[config.mk]
export PLATFORM = sky130hd
export DESIGN_NAME = imm_encoder
export DESIGN_NICKNAME = d
export VERILOG_FILES = /design/src/rtl/imm_encoder.sv
export SDC_FILE = /design/constraint.sdc
export NUM_CORES = 1
export LEC_CHECK = 0
export BUFFER_PORTS_ARGS = -buffer_cell sky130_fd_sc_hd__buf_2
export CAP_MARGIN = 10
export CORE_UTILIZATION = 59
export DETAILED_ROUTE_END_ITERATION = 6
export PLACE_DENSITY = 0.83
export SETUP_SLACK_MARGIN = 0.05
export SLEW_MARGIN = 20
export SYNTH_ARGS = -nofsm -noshare
export SYNTH_HDL_FRONTEND = slang
export SYNTH_SLANG_ARGS = --single-unit
[constraint.sdc]
create_clock -name clk -period 4.5 [get_ports clk]
set_input_delay 0.225 -clock clk [delete_from_list [all_inputs] [get_ports clk]]
set_output_delay 0.225 -clock clk [all_outputs]
set_load 0.01 [all_outputs]
[src/rtl/imm_encoder.sv]
// Purpose: encode a 32-bit constant into a rotated-imm8, imm12 or branch imm24 instruction field.
// Latency: 1 cycle to done for imm12/imm24/unsupported; rotIdx+2 for an imm8 hit, 17 for an imm8 miss.
// Backpressure: none; start is accepted only in IDLE, and is dropped (not queued) while busy.
module imm_encoder (
    input  logic        clk,
    input  logic        resetN,
    input  logic        start,
    input  logic [1:0]  immSrc,
    input  logic [31:0] value,
    output logic        busy,
    output logic        done,
    output logic        ok,
    output logic [23:0] instField
);

    typedef enum logic [1:0] {
        S_IDLE   = 2'd0,
        S_SEARCH = 2'd1,
        S_DONE   = 2'd2
    } state_t;

    localparam logic [1:0] MODE_ROT8  = 2'b00;
    localparam logic [1:0] MODE_IMM12 = 2'b01;
    localparam logic [1:0] MODE_BR24  = 2'b10;

    state_t      state_q, state_d;
    logic [31:0] value_q, value_d;
    logic [3:0]  rot_q,   rot_d;
    logic        ok_q,    ok_d;
    logic [23:0] field_q, field_d;

    // Single-cycle modes are decided at accept time from the live inputs;
    // only the rotated-imm8 search needs the captured value afterwards.
    logic        dir_ok;
    logic [23:0] dir_field;

    logic [4:0]  rot_sh;
    logic [4:0]  rot_sh_n;
    logic [31:0] cand;
    logic        hit;

    // Result of the non-iterative modes, computed from the request inputs.
    always_comb begin
        dir_ok    = 1'b0;
        dir_field = 24'd0;
        case (immSrc)
            MODE_IMM12: begin
                dir_ok = (value[31:12] == 20'd0);
                if (dir_ok) begin
                    dir_field = {12'd0, value[11:0]};
                end
            end
            MODE_BR24: begin
                // Word-aligned byte offset that fits a signed 26-bit range.
                dir_ok = (value[1:0] == 2'b00) && (value[31:25] == {7{value[25]}});
                if (dir_ok) begin
                    dir_field = value[25:2];
                end
            end
            default: begin
                dir_ok    = 1'b0;
                dir_field = 24'd0;
            end
        endcase
    end

    // Current search candidate: captured value rotated left by 2*rotIdx.
    // The right shift uses the 5-bit two's complement of the amount, so a
    // zero rotation shifts right by 0 and ORs the value with itself.
    always_comb begin
        rot_sh   = {rot_q, 1'b0};
        rot_sh_n = 5'd0 - rot_sh;
        cand     = (value_q << rot_sh) | (value_q >> rot_sh_n);
        hit      = (cand[31:8] == 24'd0);
    end

    // Next-state and result update for the IDLE/SEARCH/DONE sequence.
    always_comb begin
        state_d = state_q;
        value_d = value_q;
        rot_d   = rot_q;
        ok_d    = ok_q;
        field_d = field_q;
        case (state_q)
            S_IDLE: begin
                if (start) begin
                    value_d = value;
                    if (immSrc == MODE_ROT8) begin
                        state_d = S_SEARCH;
                        rot_d   = 4'd0;
                        ok_d    = 1'b0;
                        field_d = 24'd0;
                    end else begin
                        state_d = S_DONE;
                        ok_d    = dir_ok;
                        field_d = dir_field;
                    end
                end
            end
            S_SEARCH: begin
                // Rotations are tried in ascending order, so the first hit is the lowest.
                if (hit) begin
                    state_d = S_DONE;
                    ok_d    = 1'b1;
                    field_d = {12'd0, rot_q, cand[7:0]};
                end else if (rot_q == 4'd15) begin
                    state_d = S_DONE;
                    ok_d    = 1'b0;
                    field_d = 24'd0;
                end else begin
                    rot_d = rot_q + 4'd1;
                end
            end
            S_DONE: begin
                state_d = S_IDLE;
            end
            default: begin
                state_d = S_IDLE;
            end
        endcase
    end

    // State and result registers; reset clears everything without a done pulse.
    always_ff @(posedge clk or negedge resetN) begin
        if (!resetN) begin
            state_q <= S_IDLE;
            value_q <= 32'd0;
            rot_q   <= 4'd0;
            ok_q    <= 1'b0;
            field_q <= 24'd0;
        end else begin
            state_q <= state_d;
            value_q <= value_d;
            rot_q   <= rot_d;
            ok_q    <= ok_d;
            field_q <= field_d;
        end
    end

    assign busy      = (state_q != S_IDLE);
    assign done      = (state_q == S_DONE);
    assign ok        = ok_q;
    assign instField = field_q;

endmodule
== Word-level counts from Yosys, hierarchy flattened ==
Cells that the tools add are included.

* $add $sub $neg: 2
* Eq/ne operators: 11
* Muxes and demuxes: 24
* Order comparisons: 0
* Div/mod/pow operators: 0
* Multipliers: 0
* Reductions and logical operators: 12
* Shift-type cells: 2
* Bitwise logic cells: 1

{| class="wikitable"
|+ Operators by type and width
! kind !! count
|-
| $mux W24 || 5
|-
| $pmux W24 S2 || 2
|-
| $or A32 B32 Y32 || 1
|-
| $shl A32 B5 Y32 || 1
|-
| $shr A32 B5 Y32 || 1
|-
| $logic_not A24 Y1 || 1
|-
| $logic_not A20 Y1 || 1
|-
| $mux W4 || 4
|-
| $mux W12 || 1
|-
| $mux W2 || 4
|-
| $ne A2 B2 Y1 const B || 4
|-
| $pmux W4 S2 || 1
|-
| $eq A6 B6 Y1 || 1
|-
| $logic_not A2 Y1 || 3
|-
| $reduce_and A5 Y1 || 1
|-
| $sub A1 B5 Y5 const A || 1
|-
| $add A4 B1 Y4 const B || 1
|-
| $eq A2 B1 Y1 const B || 2
|-
| $eq A2 B2 Y1 const B || 2
|-
| $eq A4 B4 Y1 const B || 1
|-
| $mux W1 || 4
|-
| $pmux W1 S2 || 2
|-
| $pmux W2 S2 || 1
|-
| $reduce_and A2 Y1 || 2
|-
| 4 further kinds || 5
|}

* Bits in read-only memories: 0
* Bits in registers: 63
* Memories kept: 0
* Bits in writable memories: 0
* Latch bits: 0
* Input port bits: 37

== Depth between registers and ports, before layout ==
Gate-level depths: netlist of run 1.

* Depth after elaboration: 7
* Gate-level depth with buffers: 17
* Depth with buffers taken out: 10

== Least setup slack after synthesis of run 1 ==
OpenSTA, ideal clock, no wires.

* Path type: reg2reg
* Start point: reg rot_q[0]
* End point: reg field_q[0] (netlist: instField[0])
* Slack: 775 ps
* Path buffers: 7
* Stages on the path, launching flop included: 18
* Period minus slack after synthesis: 3,725 ps
* Arrival time: 3,600 ps
* Setup time: 125 ps
* Path through: dfrtp_1 -> buf_6 -> buf_6 -> inv_1 -> buf_4 -> ha_1 -> buf_4 -> buf_2 -> buf_4 -> nor4_1 -> a21oi_1 -> a21oi_1 -> a31oi_1 -> a21oi_1 -> nand3_4 -> a221oi_4 -> buf_8 -> mux2_4

* Cells in the longest elaborated chain, start to end: 6
* Elaborated cells between the ends (all ways): 10

{| class="wikitable"
|+ RTL lines
! what !! RTL line !! text
|-
| start, declared || 28 || <nowiki>logic [3:0] rot_q, rot_d;</nowiki>
|-
| start signal, assigned || 134 || <nowiki>rot_q <= rot_d;</nowiki>
|-
| $sub A1 B5 Y5 || 72 || <nowiki>rot_sh_n = 5'd0 - rot_sh;</nowiki>
|-
| $shr A32 B5 Y32 || 73 || <nowiki>cand = (value_q << rot_sh) | (value_q >> rot_sh_n);</nowiki>
|-
| $or A32 B32 Y32 || 73 ||
|-
| $logic_not A24 Y1 || 74 || <nowiki>hit = (cand[31:8] == 24'd0);</nowiki>
|-
| $ne A3 B3 Y1 (no line) or $mux W24 (tied branches) || -- ||
|-
| $reduce_and A3 Y1 (no line) or $pmux W24 S2 (tied branches) || -- ||
|-
| end signal, assigned || 136 || <nowiki>field_q <= field_d;</nowiki>
|-
| end, declared || 30 || <nowiki>logic [23:0] field_q, field_d;</nowiki>
|}

Parallel ways exist; a longest one is shown, timed or not.
A chain may end at the register's enable or synchronous reset.

== Final worst setup path of run 1 ==
* Start point: reg rot_q[1]
* End point: reg field_q[6] (netlist: instField[6])

The elaborated chain is that of the path after synthesis.

==> results of run 1 <==
## kinds of logic after synthesis
logic type      share of synthesized area, %
flops                                   33.9
compound gates                          13.7
simple gates                            13.9
buf+inv                                 5.47
xor+xnor                               0.969
mux                                     30.7
fa+ha+maj                               1.35
## path summary, 6_finish.rpt
path	start	end	slack [ns]	cells past startpoint
max reg2reg	rot_q[1]	instField[6]	0.54	11
min	resetN	instField[16]	0.02	2
min reg2reg	instField[7]	instField[7]	0.52	1
max	rot_q[1]	instField[6]	0.54	11
min in group clk	value[1]	value_q[1]	0.13	2
max in group asynchronous	resetN	rot_q[0]	3.93	2
## cell type report
class	count	area [um^2]
Multi-Input combinational cell	338	2830
Timing Repair Buffer	75	405
Fill cell	565	2210
Inverter	19	71.3
Sequential cell	63	1580
Clock buffer	10	138
Clock inverter	6	92.6
Tap cell	99	124
## layer usage
metal	wire length, um	GRT usage (%)	vias up	part of all wire, %
met4	557	19.4	0	4.3
met5	0	0	-	0
met3	881	5.89	44	6.8
met1	5390	45.1	2031	42
met2	6110	50.7	188	47
li1	-	-	1812	-
## where the power goes
group	switching, mW	internal, mW
logic	1.39	1.26
registers	0.371	0.739
clock network	0.241	0.329
## sequential cells by signal, summed over array words and instances (netlist names)
name       cells
rot_q          4
value_q       32
ok             1
state_q        2
instField     24
## cells in the mapped netlist, types with 6 or more instances
master,n
a21oi_1,15
clkbuf_1,13
o21ai_0,25
dfrtp_1,63
nand3_1,8
inv_1,19
nor3b_1,6
nor2b_1,6
nor3_1,14
mux2_2,45
nor2_1,32
nand2_1,30
a22oi_1,14
mux4_2,17
mux2_4,9
mux2i_1,40
nor4_1,10
## cells in the final DEF (no fill, tap or decap), drive strengths merged, types with 4 or more instances in the layout
cell type and n:
nand3 9, ha 5, o31ai 4, inv 20
nor2b 6, nor3b 6, o211ai 5, nor4 11
buf 75, a221oi 6, o21ai 25, nand2 30
nand4 5, a21oi 15, dfrtp 63, mux2 54
nor2 32, mux4 17, a22oi 14, nor3 14
mux2i 40, clkbuf 10
## metrics by stage
step,power (mW),hold slack [ns]
2_1_floorplan,3.07,-0.0706
3_3_place_gp,3.63,0.425
3_5_place_dp,3.69,0.430
6_report,4.33,0.0199
5_1_grt,4.58,0.125
4_1_cts,4.28,0.0466
==> results.json, run 1 <==
{
  "syn_nets": 492,
  "seq_area_frac_synth_pct": 33.9,
  "insertion_delay_ns": 0.36,
  "endpoint_kind": "flop",
  "diodes": 0,
  "clock-sinks": 63,
  "port_buffers": 63,
  "cp-start-kind": "flop",
  "start_util_pct": 62.4,
  "die_h_um": 90.7,
  "drv_slew": 0,
  "cts_hold_buf": 0,
  "cts_buffers": 9,
  "p_leak_nw": 2.26,
  "cp.required_ns": 4.74,
  "cts_root_buf": "clkbuf_8",
  "rows": 31,
  "dpl.cell_count": 594,
  "rsz0062_at_grt": "false",
  "path_cells": "inv_1, ha_2, buf_4, mux4_2, nor4_1, a31o_1, a31o_4, nand3_4, a221oi_4, buf_4, mux2_2",
  "die_area_mm2": 0.00823,
  "routed_via_density": 6.68,
  "grt_pass1_wl_um": 21300,
  "place_congestion": 0.946,
  "vdd.ir_drop.worst_mv": 0.390,
  "nNetsFinal": 548,
  "worst-path-buf-inv": 3,
  "cp_max_fo": 41,
  "synth_top_area_share_pct": 33.9,
  "placed_area_mm2": 0.00501,
  "crit_path_top_delay_cell": "ha_2",
  "grt_usage_pct": 33.5,
  "maxCapViolations": 0,
  "ys_ff_latch": 63,
  "firstDrtPassIters": 5,
  "crit_family": "adder cells",
  "drt_iter0_markers": 463,
  "finalSetupTns_ns": 0,
  "io_pins": 64,
  "worst_slack_ns": 0.540,
  "fmax_mhz": 253,
  "drt-total-wl_um": 12900,
  "cts.repair.resized": 0,
  "min_period_ns": 3.96,
  "hold_viol": 0,
  "synth_edf_count": 0,
  "utilization_pct": 70.4,
  "grt_start_max_net_pins": 64,
  "critPathArrivalTime_ns": 4.20,
  "cellPowerDensity_mw_per_mm2": 826,
  "synth_area_leaders": "dfrtp_1, mux2_2, mux2i_1",
  "drc": 0,
  "dieWidth_um": 90.7,
  "synth_flop_cell": "dfrtp_1",
  "fin_cells": 610,
  "worst_pin_slew_ns": 0.979,
  "core-area_mm2": 0.00745,
  "htree_levels": 3,
  "skew_ns": 0.0143,
  "final_area_mm2": 0.00524,
  "netlist_instances": 450,
  "cts_tree": "yes",
  "synth_area_mm2": 0.00465,
  "dp_hpwl_um": 9090,
  "overflow": 0,
  "max_slew_margin_pct": 34.4,
  "routedWlPerCell_um": 21.2,
  "clockBufferDepth": 2,
  "cp_common_cell": "buf_4",
  "drive_above_1_share_pct": 34.1,
  "path_clk_slew_ns": 0.08,
  "dp_slack_ns": 0.601,
  "post_cts_buffers": 0,
  "path_class": "reg -> reg",
  "dr_total_vias": 4075,
  "ant_nets": 0,
  "min_path_type": "in -> async",
  "yosys.area.top_type": "dfrtp_1",
  "area_growth_pct": 12.8,
  "grt_pass1_vias": 4031,
  "antenna_found_initial": 0,
  "syn_area_per_cell_um2": 10.3,
  "status": "complete, no violations",
  "yosysWarnings": 0,
  "yosysUniqueCellTypes": 57,
  "ys_async_sr_fraction_pct": 100,
  "setup_viol": 0,
  "cp_slowest_stage_delay_ns": 0.88,
  "fin_crit_sh_pct": 88.0
}
(Power assumes the default switching activity.)
==> run 2: changes to the inputs <==
--- a/config.mk
+++ b/config.mk
@@ -5,11 +5,12 @@
 export SDC_FILE = /design/constraint.sdc
 export NUM_CORES = 1
 export LEC_CHECK = 0
+export ABC_AREA = 1
 export BUFFER_PORTS_ARGS = -buffer_cell sky130_fd_sc_hd__buf_2
 export CAP_MARGIN = 10
 export CORE_UTILIZATION = 59
 export DETAILED_ROUTE_END_ITERATION = 6
-export PLACE_DENSITY = 0.83
+export PLACE_DENSITY = 0.82
 export SETUP_SLACK_MARGIN = 0.05
 export SLEW_MARGIN = 20
 export SYNTH_ARGS = -nofsm -noshare
==> run 2 against run 1 <==
Maximum frequency increased by 3.8%. Register-to-register slack better by 0.15 ns. Combinational power down 12%. Via count grew 42%. Routed wire length is 20% higher. Die area up 5.2%. Critical endpoint is now instField[17]. Largest power group unchanged.
==> results.json, run 2 <==
{
  "status": "complete, no violations",
  "dpl.cell_count": 923,
  "ys_ff_latch": 63,
  "die_area_mm2": 0.00867,
  "skew_ns": 0.0100,
  "cts_buffers": 9,
  "port_buffers": 63,
  "cp.required_ns": 4.79,
  "overflow": 0,
  "antenna_found_initial": 0,
  "routedWlPerCell_um": 16.5,
  "area_growth_pct": 10.3,
  "utilization_pct": 68.5,
  "vdd.ir_drop.worst_mv": 0.298,
  "rsz0062_at_grt": "false",
  "power_frac_comb_pct": 62.4,
  "pwr-share-clk_pct": 13.7,
  "synth_adder_area_share_pct": 1.28,
  "grt_usage_pct": 37.1,
  "synthMostInstantiatedCell": "nand2_1",
  "p_switching_mw": 2.04,
  "yosysUniqueCellTypes": 34,
  "crit_start": "rot_q[1]",
  "fin_cells": 940,
  "setup_viol": 0,
  "rows": 32,
  "power_frac_seq_pct": 24.0,
  "path_cells": "inv_1, ha_2, buf_4, nand3_1, o21ai_1, nand2_1, nor2_1, nand3_1, nand2_1, nand2_1, nand2_2, nand3_4, a21oi_2, nand2_1, nand2_1",
  "rr_worst_depth": 15,
  "start_util_pct": 62.1,
  "synth_edf_count": 0,
  "path_clk_slew_ns": 0.08,
  "clockBufferDepth": 2,
  "cts_tree": "yes",
  "cts_root_buf": "clkbuf_8",
  "crit_path_top_delay_cell": "ha_2",
  "min_period_ns": 3.81,
  "endpoint": "instField[17]",
  "yosysWarnings": 0,
  "synth_xor_area_share_pct": 1.61,
  "max_slew_margin_pct": 40.7,
  "fin_crit_sh_pct": 84.8,
  "intPower_mw": 1.68,
  "synth_area_mm2": 0.00490,
  "firstDrtPassIters": 5,
  "synth-simple-area-share_pct": 48.3,
  "nNetsFinal": 875,
  "reg2reg_to": "instField[17]",
  "ant_nets": 0,
  "grt_pass1_vias": 5133,
  "fill_cells": 653,
  "dp_slack_ns": 0.496,
  "io_pins": 64,
  "dp_hpwl_um": 11400,
  "min_path_type": "in -> async",
  "dr_total_vias": 5805,
  "layout_common_cells": "nand2_1, nand3_1, buf_2, dfrtp_1, nor2_1",
  "synth_top_area_share_pct": 32.2,
  "worst-path-buf-inv": 2,
  "p_leak_nw": 3.02,
  "place_congestion": 0.984,
  "yosys.area.top_type": "dfrtp_1",
  "grt_start_max_net_pins": 64,
  "synth_top_family_by_area": "simple AND/OR/NAND/NOR gates",
  "cp_max_fo": 20,
  "cts.repair.resized": 0,
  "drv_slew": 0,
  "finalSetupTns_ns": 0,
  "dieWidth_um": 93.1,
  "drc": 0,
  "synth_flop_cell": "dfrtp_1",
  "cellPowerDensity_mw_per_mm2": 689,
  "worst_pin_slew_ns": 0.886,
  "drt-total-wl_um": 15500,
  "synth_area_leaders": "dfrtp_1, nand2_1, nand3_1",
  "path_class": "reg -> reg",
  "seq_area_frac_synth_pct": 32.2,
  "endpoint_kind": "flop",
  "core-area_mm2": 0.00789,
  "die_h_um": 93.1,
  "syn_nets": 835,
  "cp-start-kind": "flop",
  "largest_reg_flops": 32,
  "diodes": 0,
  "syn_area_per_cell_um2": 6.17,
  "synthMuxAreaShare_pct": 0,
  "grt_pass1_wl_um": 25100,
  "clock-sinks": 63,
  "ys_async_sr_fraction_pct": 100,
  "crit_family": "simple AND/OR/NAND/NOR gates",
  "hold_viol": 0,
  "timing.rr.start": "rot_q[1]",
  "drive_above_1_share_pct": 12.2,
  "regMostFlops": "value_q",
  "drt_iter0_markers": 592,
  "cp_common_cell": "nand2_1",
  "htree_levels": 3,
  "p_sw_share_pct": 54.8,
  "worst_slack_ns": 0.686,
  "netlist_top_cells_count": "nand2_1, nand3_1, dfrtp_1",
  "timing.reg2reg.setup_slack_ns": 0.69,
  "layout_commonest_cell": "nand2_1",
  "fmax_mhz": 262,
  "cts_hold_buf": 0,
  "insertion_delay_ns": 0.35,
  "critPathArrivalTime_ns": 4.10,
  "routed_via_density": 6.18,
  "worst-path-stages": 15,
  "maxCapViolations": 0,
  "netlist_instances": 793,
  "synth_compound_area_share_pct": 8.61,
  "cp_slowest_stage_delay_ns": 0.68,
  "post_cts_buffers": 0
}
[run 2: cell count changes in the layout (fill, tap and decap cells not counted), moves of 9 or more]
| cell | change |
|---|---|
| nand2_1 | +306 |
| nand3_1 | +99 |
| mux2_2 | -45 |
| mux2i_1 | -40 |
| nand4_1 | +35 |
| inv_1 | +24 |
| nor2_1 | +20 |
| mux4_2 | -17 |
| a22oi_1 | -14 |
| o21ai_0 | +12 |
| mux2_4 | -9 |
| nor3_1 | -9 |
[run 2: metal layers]
layer	part of all wire (%)	GRT usage (%)	vias up
li1	-	-	2683
met1	41	51.4	2651
met2	45	57.8	402
met3	10	6.83	69
met4	3.6	14.1	0
met5	0	0	-
[run 2: worst min-delay path by stage]
stage / slack [ns] / from / cells past startpoint / to
CTS: 0.06 / resetN / 2 / instField[16]
floorplan: -0.07 / resetN / 0 / instField[0]
detailed placement: 0.43 / resetN / 2 / instField[16]
finish: 0.04 / resetN / 2 / instField[16]
global route: 0.10 / resetN / 2 / instField[16]
global placement: 0.41 / resetN / 2 / instField[19]
[run 2: kinds of logic after synthesis]
logic type	after synthesis
buffers and inverters	90
AOI/OAI and AO/OA	74
DFF	63
xor gates and xnor gates	9
adders and majority gates	5
and+or+nand+nor	552
[run 2: final cells by class]
class	instances	area, um^2	share of cell area (%)
multi-input cells	641	2940	54.4
flip-flops and latches	63	1580	29.2
inverters	47	179	3.31
well taps	102	128	2.36
clock buffers	9	124	2.29
clock inverters	7	80.1	1.48
repair buffers	71	375	6.95
[run 2: power groups by stage]
stage / registers (mW) / clock network (mW) / logic, mW
4_1_cts: 0.884 / 0.505 / 2.23
5_1_grt: 0.909 / 0.532 / 2.59
2_1_floorplan: 0.833 / 0 / 1.74
3_5_place_dp: 0.892 / 0 / 2.21
6_report: 0.892 / 0.508 / 2.32
3_3_place_gp: 0.883 / 0 / 2.21
[run 2: metrics by stage]
step	power [mW]	hold slack (ns)	instance area (um^2)
6_report	3.72	0.0395	5400
5_1_grt	4.03	0.102	5400
4_1_cts	3.62	0.0634	5390
3_5_place_dp	3.10	0.431	5180
3_3_place_gp	3.09	0.414	5180
2_1_floorplan	2.58	-0.0706	4900
